$ cat config.mk
export PLATFORM = sky130hd
export DESIGN_NAME = mem_port_arbiter
export DESIGN_NICKNAME = d
export VERILOG_FILES = /design/src/rtl/mem_port_arbiter.sv
export SDC_FILE = /design/constraint.sdc
export NUM_CORES = 1
export LEC_CHECK = 0
export CORE_UTILIZATION = 30
export DETAILED_ROUTE_END_ITERATION = 7
export PLACE_DENSITY = 0.71
export SYNTH_ARGS = -nofsm -noshare
export SYNTH_HDL_FRONTEND = slang
export SYNTH_SLANG_ARGS = --single-unit
$ cat constraint.sdc
create_clock -name clk -period 3 [get_ports clk]
set_input_delay 0.9 -clock clk [delete_from_list [all_inputs] [get_ports clk]]
set_output_delay 0.9 -clock clk [all_outputs]
set_load 0.01 [all_outputs]
$ cat src/rtl/mem_port_arbiter.sv
// Arbitrates one shared memory port between instruction fetch and load/store, one transaction at a time.
// Optional fetch anti-starvation guard enabled by defining ARB_STARVE_GUARD_EN.
module mem_port_arbiter #(
  parameter int XLEN         = 32,
  parameter int STARVE_LIMIT = 4
) (
  input  logic            clk,
  input  logic            reset,
  input  logic            i_req,
  input  logic [XLEN-1:0] i_addr,
  output logic [XLEN-1:0] i_rdata,
  output logic            i_valid,
  input  logic            d_req,
  input  logic            d_we,
  input  logic [3:0]      d_wstrb,
  input  logic [XLEN-1:0] d_addr,
  input  logic [XLEN-1:0] d_wdata,
  output logic [XLEN-1:0] d_rdata,
  output logic            d_valid,
  output logic            mem_req,
  output logic            mem_we,
  output logic [3:0]      mem_wstrb,
  output logic [XLEN-1:0] mem_addr,
  output logic [XLEN-1:0] mem_wdata,
  input  logic            mem_gnt,
  input  logic            mem_rvalid,
  input  logic [XLEN-1:0] mem_rdata,
  output logic            owner,
  output logic            busy
);

  typedef enum logic [1:0] {IDLE, REQ, RESP, DONE} stateT;

  stateT           stateReg, stateNext;
  logic            ownerReg, ownerNext;
  logic            memWeReg, memWeNext;
  logic [3:0]      memWstrbReg, memWstrbNext;
  logic [XLEN-1:0] memAddrReg, memAddrNext;
  logic [XLEN-1:0] memWdataReg, memWdataNext;
  logic [XLEN-1:0] iRdataReg, iRdataNext;
  logic [XLEN-1:0] dRdataReg, dRdataNext;
  logic            fetchTurn;

`ifdef ARB_STARVE_GUARD_EN
  localparam int CntW = $clog2(STARVE_LIMIT + 1);
  logic [CntW-1:0] starveCntReg, starveCntNext;

  // Once fetch has watched STARVE_LIMIT data grants go by, it wins the next tie.
  assign fetchTurn = (starveCntReg == CntW'(STARVE_LIMIT));
`else
  assign fetchTurn = 1'b0;
`endif

  always_ff @(posedge clk or negedge reset) begin
    if (!reset) begin
      stateReg    <= IDLE;
      ownerReg    <= 1'b0;
      memWeReg    <= 1'b0;
      memWstrbReg <= 4'b0000;
      memAddrReg  <= '0;
      memWdataReg <= '0;
      iRdataReg   <= '0;
      dRdataReg   <= '0;
`ifdef ARB_STARVE_GUARD_EN
      starveCntReg <= '0;
`endif
    end else begin
      stateReg    <= stateNext;
      ownerReg    <= ownerNext;
      memWeReg    <= memWeNext;
      memWstrbReg <= memWstrbNext;
      memAddrReg  <= memAddrNext;
      memWdataReg <= memWdataNext;
      iRdataReg   <= iRdataNext;
      dRdataReg   <= dRdataNext;
`ifdef ARB_STARVE_GUARD_EN
      starveCntReg <= starveCntNext;
`endif
    end
  end

  always_comb begin
    stateNext    = stateReg;
    ownerNext    = ownerReg;
    memWeNext    = memWeReg;
    memWstrbNext = memWstrbReg;
    memAddrNext  = memAddrReg;
    memWdataNext = memWdataReg;
    iRdataNext   = iRdataReg;
    dRdataNext   = dRdataReg;
`ifdef ARB_STARVE_GUARD_EN
    starveCntNext = starveCntReg;
`endif
    case (stateReg)
      IDLE: begin
        // Data normally wins a tie: it belongs to an older instruction.
        if (d_req && !(i_req && fetchTurn)) begin
          ownerNext    = 1'b1;
          memWeNext    = d_we;
          memWstrbNext = d_we ? d_wstrb : 4'b0000;
          memAddrNext  = d_addr;
          memWdataNext = d_wdata;
          stateNext    = REQ;
`ifdef ARB_STARVE_GUARD_EN
          if (!i_req)
            starveCntNext = '0;
          else if (starveCntReg != CntW'(STARVE_LIMIT))
            starveCntNext = starveCntReg + CntW'(1);
`endif
        end else if (i_req) begin
          ownerNext    = 1'b0;
          memWeNext    = 1'b0;
          memWstrbNext = 4'b0000;
          memAddrNext  = i_addr;
          memWdataNext = '0;
          stateNext    = REQ;
`ifdef ARB_STARVE_GUARD_EN
          starveCntNext = '0;
`endif
        end
      end
      REQ: begin
        if (mem_gnt)
          stateNext = RESP;
      end
      RESP: begin
        if (mem_rvalid) begin
          stateNext = DONE;
          if (!ownerReg)
            iRdataNext = mem_rdata;
          else if (!memWeReg)
            dRdataNext = mem_rdata;
        end
      end
      DONE: stateNext = IDLE;
      default: stateNext = IDLE;
    endcase
  end

  assign mem_req   = (stateReg == REQ);
  assign mem_we    = memWeReg;
  assign mem_wstrb = memWstrbReg;
  assign mem_addr  = memAddrReg;
  assign mem_wdata = memWdataReg;
  assign i_rdata   = iRdataReg;
  assign d_rdata   = dRdataReg;
  assign i_valid   = (stateReg == DONE) && !ownerReg;
  assign d_valid   = (stateReg == DONE) && ownerReg;
  assign owner     = ownerReg;
  assign busy      = (stateReg != IDLE);

endmodule

==> metrics.txt <==
final setup vio count 0; total design power between 9 and 10 mW; count of pins over their slew limit 0; drt pass-1 iters 4; Hold Path Origin mem_addr[2]$_DFFE_PN0P_; worst reg-to-reg setup slack around 1.2 ns; post-synthesis mux area share 0.196; # rows between 40 and 50; vias in the first global route around 4.4k; post-synthesis cell type count 22; maximum buffer depth of the clock tree 2; Setup WS post-layout 0.263 ns; Top Family by Delay on Critical Path buffers and inverters; Period minus WS final approximately 2.7 ns; DR iter-0 viols 84; TritonCTS clock tree yes; Worst EP required around 2.1 ns; H-Tree Level Count 4; Final Cell Area around 9000 µm²; worst r2r src stateReg[0]$_DFFE_PN0P_; Leakage just under 4 nW; grt total ovfl 0; dpl ws around 0.59 ns; Yosys Warn Count 0; area of the multi-input gates 1810 µm²; Syn Area/Cell 14.2 µm²; synthesized cell area roughly 5400 µm²; Hold WS ~0.48 ns; antenna cells 0; Final nets 800; final core occ 0.516; FF-to-FF End i_rdata[13]$_DFFE_PN0P_; Total GRT Usage 0.159; worst setup path class register to output pin; drt wl/cell approximately 16 µm; GP Congestion around 0.74; Clock transition at path regs approximately 0.06 ns; antenna violations before repair 0; Post-Synth Simple-Gate Area 0.0327; Startpoint Class register; CTS hold repair buffers 0; Post-Synth Adder-Cell Area 0.00933; Hold EP mem_addr[2]$_DFFE_PN0P_; drt drc 0; total CTS buffers 17; period utilization 0.912; dpl cell area around 8300 µm²; # fillers roughly 1.5k; Initial Util 0.309; f_max between 300 and 400 MHz; via/cell ratio 4.54; xor/xnor share of the synthesized area 0; Routed WL between 10 and 15 mm; hold depth 2; DP Cell Count ~860; most frequent cells in the layout clkdlybuf4s50_1, dfrtp_1, mux2_2; Setup Buffers After CTS 0; kind of end point of the critical path output pin; crit-path max FO 5; largest net degree at the start of global routing 67; CP cell instances inv_1 -> ha_1 -> inv_1 -> clkdlybuf4s50_1; clock latency on the worst-skew pair 0.41 ns; HPWL after DPL between 10 and 15 mm; MaxCap Viol Count 0; worst ir drop on vdd between 0.4 and 0.5 mV; post-synthesis sequential area ratio 0.635; post-route ant nets 0; vias after detailed routing between 4k and 5k; RSZ-0062 raised after global routing no; Syn Inst Count around 380; main combinational cell family by area after synthesis multiplexers; setup TNS 0 ns; chip height ~140 µm; IO buf count around 280; crit-path most repeated cell inv_1; first-pass GRT wire length approximately 22 mm; Clock Skew just over 0.007 ns; PwrDens 1040 nW/µm²; Core Region ~17000 µm²; layout cell share with drive strength beyond 1 0.163; Slew HR 0.588; Critical Path Max Stage Delay roughly 0.56 ns; most common cell after layout, fill and taps aside clkdlybuf4s50_1; CP arrival around 1.8 ns; fin cells between 800 and 900; WP buf/inv 3; worst slew pin tran between 0.6 and 0.7 ns; post-synthesis register bit count 136; Synth Area in Compound Gates 0.0978; Slowest-stage cell, CP clkdlybuf4s50_1; syn_nets 521; outcome completed; area delta synth->final 67.1%; Horiz. Die Dim 136 µm; Worst Hold Class register to register; Reg area about 3400 µm²; Die ar. 18400 µm²; total clock sinks about 140; reg2reg path depth 5; Final Hold Viols 0; CTS resizes 0; clock root buffer clkbuf_16; I/O pin total about 280
how the worst max path moves through the flow:
stage	start	endpoint	slack (ns)	cells past startpoint
2_1_floorplan	d_req	stateReg[1]$_DFFE_PN0P_	1.15	4
3_3_place_gp	mem_rvalid	i_rdata[1]$_DFFE_PN0P_	0.62	4
3_5_place_dp	mem_rvalid	i_rdata[5]$_DFFE_PN0P_	0.59	4
4_1_cts	stateReg[0]$_DFFE_PN0P_	busy	0.24	4
5_1_grt	stateReg[0]$_DFFE_PN0P_	busy	0.21	4
6_report	stateReg[0]$_DFFE_PN0P_	busy	0.26	4
state kept, by name (all words and copies together), names as in the netlist:
signal,cells
d_rdata,32
i_rdata,32
mem_addr,32
mem_wdata,32
mem_we,1
mem_wstrb,4
owner,1
stateReg,2
tightest hold or removal path, delay by kind of cell (launching register included):
| family | cells | cell delay [ns] |
|---|---|---|
| DFF | 1 | 0.34 |
| AOI/OAI and AO/OA | 1 | 0.06 |
| and+or+nand+nor | 1 | 0.05 |
report_power, final:
part | switching, mW | total, mW | internal, mW
registers | 0.509 | 3.23 | 2.72
logic | 1.55 | 3.94 | 2.39
clock network | 0.768 | 2.14 | 1.37
total | 2.82 | 9.30 | 6.48
cells by family after synthesis:
kind of cell | count (synthesis)
mux | 97
fa+ha+maj | 4
compound gates | 73
flops | 136
buf+inv | 29
simple gates | 39
layer usage:
metal / GRT usage / routed length (µm) / vias to the layer above
met5: 0 / 0 / -
met4: 0.0605 / 200 / 0
met3: 0.0490 / 1100 / 15
met2: 0.266 / 7180 / 171
met1: 0.190 / 5880 / 1953
li1: - / - / 1915
final cells by class:
cell class / count / share of cell area
Sequential cell: 136 / 0.380
Inverter: 4 / 0.00168
Tap cell: 225 / 0.0314
Multi-Input combinational cell: 213 / 0.202
Clock inverter: 10 / 0.0162
Timing Repair Buffer: 285 / 0.317
Clock buffer: 20 / 0.0521
cell usage after synthesis:
cell      number  area [µm²]
a22o_1        33         289
o21ai_0       32         160
nand2_1       32         120
dfrtp_1      136        3400
buf_2         17        85.1
nor2b_1        2        12.5
a21o_1         1        7.51
a32o_1         4        40.0
buf_6          2        22.5
o21ai_2        1        8.76
inv_1          4        15.0
clkbuf_1       3        11.3
mux2_2        65         732
ha_1           4        50.1
nand3b_2       1        11.3
buf_4          3        22.5
mux2i_1       32         320
nor2_1         1        3.75
nand4b_2       1        15.0
o32a_1         1        10.0
a221oi_1       1        8.76
and2_1         2        12.5
No activity file was read; power rests on OpenSTA's default activity.
